<file path="src/rtl/accel_run_ctrl_pkg.sv">
// Shared types and default sizing for the accelerator run controller.
package accel_run_ctrl_pkg;

    typedef enum logic [2:0] {
        ST_IDLE,
        ST_WAIT_IDLE,
        ST_START,
        ST_RUN,
        ST_DRAIN,
        ST_DONE
    } state_e;

    localparam int RUN_CNT_W_DEF      = 16;
    localparam int BEAT_CNT_W_DEF     = 32;
    localparam int TIMEOUT_CYCLES_DEF = 1048576;

endpackage

</file>
<file path="src/rtl/accel_run_ctrl_wdog.sv">
// Inactivity watchdog: counts enabled cycles since the last clear and
// flags expiry once TIMEOUT_CYCLES cycles have elapsed.
module accel_run_ctrl_wdog
    import accel_run_ctrl_pkg::*;
#(
    parameter int TIMEOUT_CYCLES = TIMEOUT_CYCLES_DEF
) (
    input  logic clk,
    input  logic rst,
    input  logic clr,
    input  logic en,
    output logic expired
);

    localparam int CW = $clog2(TIMEOUT_CYCLES + 1);

    logic [CW-1:0] cnt_q;

    assign expired = en && (cnt_q == CW'(TIMEOUT_CYCLES - 1));

    always_ff @(posedge clk) begin
        if (rst || clr || !en) begin
            cnt_q <= '0;
        end else if (!expired) begin
            cnt_q <= cnt_q + CW'(1);
        end
    end

endmodule

</file>
<file path="src/rtl/accel_run_ctrl.sv">
// ap_ctrl_hs initiator with idle-guarded select, run/beat counters.
// Optional watchdog: define ACCEL_RUN_CTRL_WATCHDOG_EN.
module accel_run_ctrl
    import accel_run_ctrl_pkg::*;
#(
    parameter int RUN_CNT_W      = RUN_CNT_W_DEF,
    parameter int BEAT_CNT_W     = BEAT_CNT_W_DEF,
    parameter int TIMEOUT_CYCLES = TIMEOUT_CYCLES_DEF
) (
    input  logic                  ap_clk,
    input  logic                  ap_rst,
    input  logic                  cmd_start,
    input  logic                  cmd_use_enc,
    input  logic [RUN_CNT_W-1:0]  cmd_runs,
    input  logic                  cmd_abort,
    output logic                  USE_ENC,
    output logic                  ap_start,
    input  logic                  ap_ready,
    input  logic                  ap_done,
    input  logic                  ap_idle,
    input  logic                  mon_tvalid,
    input  logic                  mon_tready,
    output logic                  sts_busy,
    output logic                  sts_done,
    output logic                  sts_aborted,
    output logic                  sts_timeout,
    output logic [RUN_CNT_W-1:0]  sts_runs_done,
    output logic [BEAT_CNT_W-1:0] sts_beats
);

    state_e                  state_q, state_d;
    logic                    use_enc_q;
    logic                    ap_start_q;
    logic [RUN_CNT_W-1:0]    runs_q;
    logic [RUN_CNT_W-1:0]    runs_done_q;
    logic [BEAT_CNT_W-1:0]   beats_q;
    logic                    aborted_q;
    logic                    timeout_q;

    logic accept;
    logic inc_run;
    logic last_run;
    logic beat;
    logic wd_expired;

    assign beat     = mon_tvalid & mon_tready;
    assign last_run = (runs_done_q + RUN_CNT_W'(1)) == runs_q;

`ifdef ACCEL_RUN_CTRL_WATCHDOG_EN
    logic wd_en;
    logic wd_clr;

    assign wd_en  = (state_q == ST_START) || (state_q == ST_RUN) ||
                    (state_q == ST_DRAIN);
    assign wd_clr = (state_d != state_q) | ap_ready | ap_done | beat;

    accel_run_ctrl_wdog #(
        .TIMEOUT_CYCLES(TIMEOUT_CYCLES)
    ) u_wdog (
        .clk     (ap_clk),
        .rst     (ap_rst),
        .clr     (wd_clr),
        .en      (wd_en),
        .expired (wd_expired)
    );
`else
    assign wd_expired = 1'b0 && (TIMEOUT_CYCLES > 0);
`endif

    always_comb begin
        state_d = state_q;
        accept  = 1'b0;
        inc_run = 1'b0;
        unique case (state_q)
            ST_IDLE: begin
                if (cmd_start) begin
                    accept  = 1'b1;
                    state_d = (cmd_runs == '0) ? ST_DONE : ST_WAIT_IDLE;
                end
            end
            ST_WAIT_IDLE: begin
                if (cmd_abort || wd_expired) begin
                    state_d = ST_DRAIN;
                end else if (ap_idle) begin
                    state_d = ST_START;
                end
            end
            ST_START: begin
                // ready+done together completes the invocation on the spot
                inc_run = ap_ready && ap_done;
                if (cmd_abort || wd_expired) begin
                    state_d = ST_DRAIN;
                end else if (ap_ready && ap_done) begin
                    state_d = last_run ? ST_DONE : ST_START;
                end else if (ap_ready) begin
                    state_d = ST_RUN;
                end
            end
            ST_RUN: begin
                inc_run = ap_done;
                if (cmd_abort || wd_expired) begin
                    state_d = ST_DRAIN;
                end else if (ap_done) begin
                    state_d = last_run ? ST_DONE : ST_START;
                end
            end
            ST_DRAIN: begin
                inc_run = ap_done;
                if (ap_idle || wd_expired) begin
                    state_d = ST_DONE;
                end
            end
            ST_DONE: begin
                state_d = ST_IDLE;
            end
            default: begin
                state_d = ST_IDLE;
            end
        endcase
    end

    always_ff @(posedge ap_clk) begin
        if (ap_rst) begin
            state_q     <= ST_IDLE;
            use_enc_q   <= 1'b0;
            ap_start_q  <= 1'b0;
            runs_q      <= '0;
            runs_done_q <= '0;
            beats_q     <= '0;
            aborted_q   <= 1'b0;
            timeout_q   <= 1'b0;
        end else begin
            state_q    <= state_d;
            ap_start_q <= (state_d == ST_START);
            if (accept) begin
                use_enc_q   <= cmd_use_enc;
                runs_q      <= cmd_runs;
                runs_done_q <= '0;
                beats_q     <= '0;
                aborted_q   <= 1'b0;
                timeout_q   <= 1'b0;
            end else begin
                if (inc_run) begin
                    runs_done_q <= runs_done_q + RUN_CNT_W'(1);
                end
                if (beat && sts_busy && (beats_q != '1)) begin
                    beats_q <= beats_q + BEAT_CNT_W'(1);
                end
                if ((state_d == ST_DRAIN) && (state_q != ST_DRAIN)) begin
                    aborted_q <= 1'b1;
                end
                if (wd_expired) begin
                    timeout_q <= 1'b1;
                end
            end
        end
    end

    assign USE_ENC       = use_enc_q;
    assign ap_start      = ap_start_q;
    assign sts_busy      = (state_q != ST_IDLE);
    assign sts_done      = (state_q == ST_DONE);
    assign sts_aborted   = aborted_q;
    assign sts_timeout   = timeout_q;
    assign sts_runs_done = runs_done_q;
    assign sts_beats     = beats_q;

endmodule

</file>
<file path="config.mk">
export PLATFORM = sky130hd
export DESIGN_NAME = accel_run_ctrl
export DESIGN_NICKNAME = d
export VERILOG_FILES = /design/src/rtl/accel_run_ctrl_pkg.sv /design/src/rtl/accel_run_ctrl_wdog.sv /design/src/rtl/accel_run_ctrl.sv
export SDC_FILE = /design/constraint.sdc
export NUM_CORES = 1
export LEC_CHECK = 0
export BUFFER_PORTS_ARGS = -buffer_cell sky130_fd_sc_hd__buf_4
export CORE_MARGIN = 10
export CORE_UTILIZATION = 50
export DETAILED_ROUTE_END_ITERATION = 10
export PLACE_DENSITY = 0.82
export SLEW_MARGIN = 5
export SYNTH_ARGS = -nofsm -noshare
export SYNTH_HDL_FRONTEND = slang
export SYNTH_HIERARCHICAL = 1
export SYNTH_SLANG_ARGS = --single-unit
</file>
<file path="constraint.sdc">
create_clock -name ap_clk -period 2.3 [get_ports ap_clk]
set_clock_uncertainty 0.15 [all_clocks]
set_input_delay 0.46 -clock ap_clk [delete_from_list [all_inputs] [get_ports ap_clk]]
set_output_delay 0.46 -clock ap_clk [all_outputs]
set_load 0.02 [all_outputs]
</file>
# ---- Yosys cells after proc, flatten, opt, wreduce, memory -nomap -nowiden
# Cells that the tools add are included.
dict set report op_classes {
  n_addsub 2
  mul 0
  n_div 0
  magnitude_cmp 0
  n_eq_ne 10
  shift 0
  n_mux 15
  bitwise 1
  reduce_logical 9
}
# cell count
set ops {}
lappend ops {{$mux 3} 11}
lappend ops {{$add 32x1->32 const B} 1}
lappend ops {{$ne 32x32->1 const B} 1}
lappend ops {{$add 16x1->16 const B} 1}
lappend ops {{$eq 16x16->1} 1}
lappend ops {{$logic_not 16->1} 1}
lappend ops {{$pmux 3 s5} 1}
lappend ops {{$eq 3x2->1 const B} 3}
lappend ops {{$eq 3x3->1 const B} 3}
lappend ops {{$logic_and 1x1->1} 4}
lappend ops {{$reduce_or 2->1} 2}
lappend ops {{$eq 3x1->1 const B} 1}
lappend ops {{$logic_not 3->1} 1}
lappend ops {{$ne 3x3->1 const B} 1}
lappend ops {{$reduce_bool 3->1} 1}
lappend ops {{$mux 1} 2}
lappend ops {{$pmux 1 s2} 1}
lappend ops {{$and 1x1->1} 1}
dict set report word_totals {
  regBits 70
  latch_bits 0
  ram_bits 0
  rom_bits 0
  input_bits 26
  memories 0
}

# ---- Logic depth before layout (Yosys ltp)
# Gate-level depths: netlist of run 1.
dict set report logic_depth {
  ltp_word 8
  depth_mapped 8
}

# ---- Worst setup path after synthesis of run 1
# OpenSTA, ideal clock, no wires.
dict set report synth_timing {
  kind {register to register}
  from {register runs_done_q[0] (netlist: sts_runs_done[0])}
  to {register state_q[0]}
  t_arrival_ns 2.040
  required_ns 2.075
  path_slack_ns 0.035
  stages_incl_launch_ff 8
  n_path_buf 0
  period_less_slack_ns 2.265
  path_cell_list {dfxtp_1 ha_1 nand4_1 xnor2_1 o211a_1 a2bb2oi_2 or4b_1 o22ai_1}
}
dict set report synth_between {
  elab_chain_cells 6
}
# element line
set synth_rtl {}
lappend synth_rtl {{from (decl)} accel_run_ctrl.sv:35} ;# logic [RUN_CNT_W-1:0] runs_done_q;
lappend synth_rtl {{from (signal assigned)} accel_run_ctrl.sv:144} ;# runs_done_q <= runs_done_q + RUN_CNT_W'(1);
lappend synth_rtl {{$add 16x1->16 *} accel_run_ctrl.sv:47} ;# assign last_run = (runs_done_q + RUN_CNT_W'(1)) == runs_q;
lappend synth_rtl {{$eq 16x16->1 *} accel_run_ctrl.sv:47}
lappend synth_rtl {{$mux 3 *} {accel_run_ctrl.sv:94, accel_run_ctrl.sv:104}}
lappend synth_rtl {{$mux 3, on equally long branches} {accel_run_ctrl.sv:103, accel_run_ctrl.sv:93}}
lappend synth_rtl {{$mux 3, on equally long branches} {accel_run_ctrl.sv:101, accel_run_ctrl.sv:91}}
lappend synth_rtl {{$pmux 3 s5 *} accel_run_ctrl.sv:74} ;# unique case (state_q)
lappend synth_rtl {{to (signal assigned)} accel_run_ctrl.sv:133} ;# state_q <= state_d;
lappend synth_rtl {{to (decl)} accel_run_ctrl.sv:31} ;# state_e state_q, state_d;
# Mark *: on every way between the ends. The rest lies on a longest branch, timed or not.
# A chain may end at the register's enable or synchronous reset.

# ---- Worst setup path after layout of run 1
dict set report layout_timing {
  from {register runs_done_q[9] (netlist: sts_runs_done[9])}
  to {register state_q[0]}
}
# The elaborated chain is that of the path after synthesis.

==> results of run 1 <==
repair_timing:
item	CTS	global route
gates resized for setup	0	9
endpoints found under the setup margin	0	17
setup buffers	0	3
cells in the mapped netlist (5+ instances only):
master    instances  area (um^2)
dfxtp_1          70         1401
nand2_1          61        229.0
nor2_1           60        225.2
xor2_1           44        385.4
a21oi_1          23        115.1
xnor2_1          21        183.9
nand3_1          19        95.09
nand4_1          19        118.9
and3_1            8        50.05
clkbuf_1          8        30.03
nor4_1            7        43.79
and2_1            6        37.54
nor2b_1           6        37.54
buf_2             5        25.02
buf_4             5        37.54
nor3_1            5        25.02
area by class of cell:
cell class	count	area, um^2
inverters	5	18.77
clock inverters	5	106.4
flip-flops and latches	70	1410
repair buffers	99	743.2
fillers	599	2522
well taps	99	123.9
clock buffers	11	141.4
multi-input cells	339	2148
cells by family after synthesis:
kind of cell             count (synthesis)  share of synthesized area
AO/OA/AOI/OAI                           47                    0.08767
XOR/XNOR                                65                     0.1546
adder cells (fa/ha/maj)                  2                   0.006795
buffers and inverters                   28                    0.04281
flip-flops                              70                     0.3806
multiplexers                             2                   0.005437
other                                    1                   0.001018
AND/OR/NAND/NOR                        222                     0.3211
worst max-delay path: stages (launching register included):
cell and delay (ps):
dfxtp_1 510, and4_4 340, and3_1 180, o2111ai_2 140
a2bb2oi_4 200, or4b_1 460, o22ai_1 140
worst paths after layout:
check	from	endpoint	slack (ps)
max	sts_runs_done[9]	state_q[0]	110
min	cmd_use_enc	USE_ENC	200
max reg2reg	sts_runs_done[9]	state_q[0]	110
min reg2reg	USE_ENC	USE_ENC	320
layer usage:
metal	wire length [um]	up-vias	part of all wire	track usage
met4	194	0	0.020	0.07060
li1	-	1683	-	-
met3	641	19	0.067	0.04811
met2	4653	108	0.48	0.2840
met5	0	-	0	0
met1	4127	1623	0.43	0.1975
sequential cells by signal, indices dropped and copies added, names as in the netlist:
register,cells
runs_q,16
sts_beats,32
sts_runs_done,16
USE_ENC,1
state_q,3
sts_aborted,1
ap_start,1
metrics by stage:
stage          area (um^2)  total power, mW  setup slack (ps)  cells
2_1_floorplan         3682            1.464             34.89    437
3_3_place_gp          4388            1.559             147.0    609
3_5_place_dp          4388            1.567             63.88    609
4_1_cts               4636            2.783             11.72    625
5_1_grt               4692            2.867            -19.34    628
6_report              4692            2.771             112.6    628
power groups by stage:
stage | clock, mW | sequential (mW) | combinational, mW
detailed placement | 0 | 1.29 | 0.274
finish | 1.23 | 1.26 | 0.281
global route | 1.29 | 1.27 | 0.313
CTS | 1.24 | 1.26 | 0.276
global placement | 0 | 1.29 | 0.268
floorplan | 0 | 1.29 | 0.176
==> run summary, run 1 <==
GLOBAL ROUTE
------------------------------------------------------------------------------------------------------
Wire length of the first global-routing pass                                                 15,890 um
Largest net degree at the start of global routing                                                   29
Global routing usage summed across all routing layers                                           0.1692
Final global-route overflow total                                                                    0
Via count of the first global-routing pass                                                       3,386
Antenna violations before repair                                                                     0

TIMING
------------------------------------------------------------------------------------------------------
Clock period minus final worst setup slack                                                     2187 ps
Max-slew violation count                                                                             0
Worst Max-Slew Pin Slew                                                                       551.4 ps
Highest clock rate                                                                           457.2 MHz
Final TNS setup                                                                                   0 ps
Max-Slew Margin vs Limit                                                                        0.6307
Worst hold-check slack                                                                        197.3 ps
Setup-violating endpoint count in the final report                                                   0
RSZ-0062 raised after global routing                                                              true
Fin. Hold Viols                                                                                      0
Post-route fraction of the period consumed by the critical path                                 0.9510

ROUTE
------------------------------------------------------------------------------------------------------
Routed length per instance                                                                    15.31 um
Final Routed Wirelength                                                                        9617 um
Total DRC errors in the routed layout                                                                0
Ratio of routed vias to standard cells                                                           5.467
1st-pass router iterations                                                                           4
Total number of vias                                                                             3,433
Number of design-rule violations left by the first detailed-router iteration                       143
Number of antenna-violating nets in the routed design                                                0

CTS
------------------------------------------------------------------------------------------------------
Clock transition at the register clock pins on the worst setup and hold paths after CTS          80 ps
Cts hold-fix bufs                                                                                    0
Number of buffers added by the clock tree synthesis step                                             9
TritonCTS clock tree                                                                             built
Maximum buffer depth of the clock tree                                                               2
Clock latency at the later pin of the worst-skew pair                                           350 ps
Clock sink count                                                                                    70
CTS root buffer                                                                               clkbuf_8
Deepest level of the CTS H-tree                                                                      3

PWR
------------------------------------------------------------------------------------------------------
Internal                                                                                      2.114 mW
Switching share of power                                                                        0.2372
Proportion of power drawn by combinational gates                                                 0.101
Sequential fraction of design power                                                              0.456
Max IR drop VDD                                                                               345.0 uV
Ratio of total power to cell area                                                         590.6 nW/um^2
Clock share of power                                                                             0.442
Leakage power total                                                                           1.935 nW
Net load switching power                                                                     0.6572 mW

PLACEMENT
------------------------------------------------------------------------------------------------------
Port Buffer Count                                                                                   78
Final HPWL from detailed placement                                                             7224 um
Routability congestion estimate from global placement                                           0.8964

FLOW RUN
------------------------------------------------------------------------------------------------------
Number of max-cap violations                                                                         0

DIE
------------------------------------------------------------------------------------------------------
Die X-Extent                                                                                  105.8 um
I/O pins                                                                                            80
Initial Utilization                                                                             0.5104
Die footprint                                                                              11,200 um^2
Core Area                                                                                    7214 um^2
Standard-cell rows                                                                                  31
Height of the die                                                                             105.8 um

HOLD PATH
------------------------------------------------------------------------------------------------------
Path type of the worst min-delay path                                                        in -> reg
Hold Path Stages                                                                                     3

SETUP PATH
------------------------------------------------------------------------------------------------------
Count of cells along the worst register-to-register path                                             6
Crit start category                                                                               flop
Category of the most critical setup path                                                    reg -> reg
Critical path fanouts, max                                                                           9
Critical Path End Type                                                                            flop
Arrival time at the worst endpoint                                                             2320 ps
Req. time, crit path                                                                           2430 ps

LOGIC SYNTHESIS
------------------------------------------------------------------------------------------------------
Cell Area, Synth                                                                             3682 um^2
Average cell area after synthesis                                                           8.426 um^2
Post-synth EDFFs                                                                                     0
Net count after synthesis                                                                          465
Yosys reg bits                                                                                      70
Synth Instances                                                                                    437
Proportion of synthesized flip-flops having asynchronous set or reset                                0
Number of distinct library cell variants in the gate-level netlist after synthesis                  62
Seq/Total Area, Yosys                                                                           0.3806
Yosys warnings                                                                                       6
Most used flip-flop cell after synthesis                                                       dfxtp_1

FINAL LAYOUT
------------------------------------------------------------------------------------------------------
Share of the core filled with cells                                                             0.6504
Diodes inserted                                                                                      0
Most frequent standard cell in the layout excluding fill and tap cells                           buf_4
Area overhead of the layout relative to synthesis                                               27.42%
Most frequent cells in the layout                                                         buf_4, dfxtp_1, nand2_1
Net count of the finished layout                                                                   552
Ratio of cells with drive above 1 in the final layout                                           0.2628

OUTCOME
------------------------------------------------------------------------------------------------------
Outcome                                                                                      completed

Note: power is estimated with default switching activity, not from simulation.
==> run 2: changes to the inputs <==
Settings changed: CTS_BUF_LIST from default to sky130_fd_sc_hd__clkbuf_8.
==> run summary, run 2 (synthesized netlist as in run 1, its figures left out) <==
CTS
------------------------------------------------------------------------------------------------------
Deepest level of the CTS H-tree                                                                      3   unchanged
Clock transition at the register clock pins on the worst setup and hold paths after CTS          80 ps   about the same
Number of buffers added by the clock tree synthesis step                                             9   unchanged
CTS root buffer                                                                               clkbuf_8
TritonCTS clock tree                                                                             built
Cts hold-fix bufs                                                                                    0   unchanged
Maximum buffer depth of the clock tree                                                               2   unchanged
Clock latency at the later pin of the worst-skew pair                                           350 ps   about the same
Clock sink count                                                                                    70   unchanged

TIMING
------------------------------------------------------------------------------------------------------
Fin. Hold Viols                                                                                      0   unchanged
Post-route fraction of the period consumed by the critical path                                 0.9510   about the same
Final TNS setup                                                                                   0 ps   unchanged
Worst Max-Slew Pin Slew                                                                       552.5 ps   +1.132 ps
Max-Slew Margin vs Limit                                                                        0.6299   -0.0007590
Clock period minus final worst setup slack                                                     2187 ps   -0.01000 ps
Max-slew violation count                                                                             0   unchanged
RSZ-0062 raised after global routing                                                              true
Highest clock rate                                                                           457.2 MHz   about the same
Setup-violating endpoint count in the final report                                                   0   unchanged

HOLD PATH
------------------------------------------------------------------------------------------------------
Path type of the worst min-delay path                                                        in -> reg

FINAL LAYOUT
------------------------------------------------------------------------------------------------------
Number of flip-flops in the largest register                                                        32   unchanged
Most frequent standard cell in the layout excluding fill and tap cells                           buf_4
Ratio of cells with drive above 1 in the final layout                                           0.2628   unchanged
Net count of the finished layout                                                                   552   unchanged
Most frequent cells in the layout                                                         buf_4, dfxtp_1, nand2_1
Diodes inserted                                                                                      0   unchanged
Total of fill cells in the finished design                                                         599   unchanged
Area overhead of the layout relative to synthesis                                               27.42%   unchanged
Non-Filler Cell Area, Final                                                                  4692 um^2   unchanged

GLOBAL ROUTE
------------------------------------------------------------------------------------------------------
Largest net degree at the start of global routing                                                   29   unchanged
Wire length of the first global-routing pass                                                 15,890 um   unchanged
Final global-route overflow total                                                                    0   unchanged
Global routing usage summed across all routing layers                                           0.1692   unchanged
Antenna violations before repair                                                                     0   unchanged
Via count of the first global-routing pass                                                       3,386   unchanged

PWR
------------------------------------------------------------------------------------------------------
Proportion of power drawn by combinational gates                                                 0.102   about the same
Leakage power total                                                                           1.940 nW   +0.21%
Sequential fraction of design power                                                              0.457   about the same
Max IR drop VDD                                                                               345.0 uV   about the same
Total power                                                                                   2.767 mW   -0.14%
Clock share of power                                                                             0.442   about the same
Switching share of power                                                                        0.2377   +0.0005183
Ratio of total power to cell area                                                         589.7 nW/um^2   -0.14%
Net load switching power                                                                     0.6577 mW   about the same
Internal                                                                                      2.109 mW   -0.21%

SETUP PATH
------------------------------------------------------------------------------------------------------
Library cell contributing the largest single delay on the critical path                        dfxtp_1
Worst reg2reg startpoint                                                                  sts_runs_done[9]
Req. time, crit path                                                                           2430 ps   about the same
Setup slack, reg-to-reg                                                                         110 ps   about the same
Reg-to-reg endpoint                                                                         state_q[0]
Count of cells along the worst register-to-register path                                             6   unchanged
Slowest cell delay on critical path                                                             510 ps   about the same
Critical path fanouts, max                                                                           9   unchanged
Critical Path End Type                                                                            flop
Cell Chain, Critical Path                                                                 and4_4 > and3_1 > o2111ai_2 > a2bb2oi_4 > or4b_1 > o22ai_1
CP startpoint                                                                             sts_runs_done[9]
Crit start category                                                                               flop
Worst setup endpoint                                                                        state_q[0]
Category of the most critical setup path                                                    reg -> reg
Arrival time at the worst endpoint                                                             2320 ps   about the same

ROUTE
------------------------------------------------------------------------------------------------------
Number of design-rule violations left by the first detailed-router iteration                       141   -1.4%
Routed length per instance                                                                    15.30 um   about the same
1st-pass router iterations                                                                           4   unchanged
Final Routed Wirelength                                                                        9611 um   about the same
Total DRC errors in the routed layout                                                                0   unchanged
Total number of vias                                                                             3,433   unchanged
Ratio of routed vias to standard cells                                                           5.467   unchanged
Number of antenna-violating nets in the routed design                                                0   unchanged

DIE
------------------------------------------------------------------------------------------------------
Standard-cell rows                                                                                  31   unchanged
Die footprint                                                                              11,200 um^2   unchanged
I/O pins                                                                                            80   unchanged
Initial Utilization                                                                             0.5104   unchanged
Core Area                                                                                    7214 um^2   unchanged
Die X-Extent                                                                                  105.8 um   unchanged
Height of the die                                                                             105.8 um   unchanged

FLOW RUN
------------------------------------------------------------------------------------------------------
Number of max-cap violations                                                                         0   unchanged

OUTCOME
------------------------------------------------------------------------------------------------------
Outcome                                                                                      completed

PLACEMENT
------------------------------------------------------------------------------------------------------
Placement Cell Area                                                                          4388 um^2   unchanged
Routability congestion estimate from global placement                                           0.8964   unchanged
Final HPWL from detailed placement                                                             7224 um   unchanged
Port Buffer Count                                                                                   78   unchanged

## run 2: cell types whose count changed in the layout (fill, tap and decap cells not counted)
cell / change
inv_1: +1
clkbuf_1: -1
## run 2: worst min-delay path by stage
stage	startpoint	endpoint	cells past startpoint
detailed placement	USE_ENC	USE_ENC	2
global route	cmd_runs[13]	runs_q[13]	3
CTS	cmd_use_enc	USE_ENC	3
finish	cmd_use_enc	USE_ENC	3
floorplan	runs_q[5]	runs_q[5]	2
global placement	USE_ENC	USE_ENC	2
## run 2: per-stage QoR
stage	worst slack, ps	hold slack (ps)	instances	util
after floorplan	34.89	295.6	437	-
after global placement	147.0	298.1	609	0.6082
after detailed placement	63.88	302.9	609	0.6082
after CTS	11.72	196.2	625	0.6426
after global routing	-19.34	213.3	628	0.6504
final	112.6	196.5	628	0.6504
## run 2: metal layers
layer,wire length (um),global-route usage,share of wire
met1,4113,0.1975,0.43
met2,4653,0.2840,0.48
met3,651,0.04811,0.068
met4,193,0.07060,0.020
met5,0,0,0
## run 2: power by group through the flow
stage                     combinational, mW  clock [mW]  sequential (mW)
after detailed placement              0.274           0             1.29
after CTS                             0.276        1.24             1.26
after global placement                0.268           0             1.29
after floorplan                       0.176           0             1.29
after global routing                  0.313        1.28             1.27
final                                 0.281        1.22             1.26
## run 2: worst max-delay path: cells and delay by family (launching register included)
kind / cells / cell delay [ps]
AOI/OAI and AO/OA: 3 / 480
DFF: 1 / 510
and+or+nand+nor: 3 / 980
## run 2: timing repair
| action | in CTS | in global routing |
|---|---|---|
| resized for setup | 0 | 9 |
| endpoints found under the hold margin | 0 | 0 |
| endpoints found under the setup margin | 0 | 17 |
| setup buffers | 0 | 3 |
## run 2: final cells by class
class / instances / area, um^2 / share of cell area
clock inverter: 6 / 110.1 / 0.02347
multi-input combinational: 339 / 2148 / 0.4579
clock buffer: 10 / 137.6 / 0.02933
tap: 99 / 123.9 / 0.02640
sequential: 70 / 1410 / 0.3005
inverter: 5 / 18.77 / 0.004000
timing repair buffer: 99 / 743.2 / 0.1584
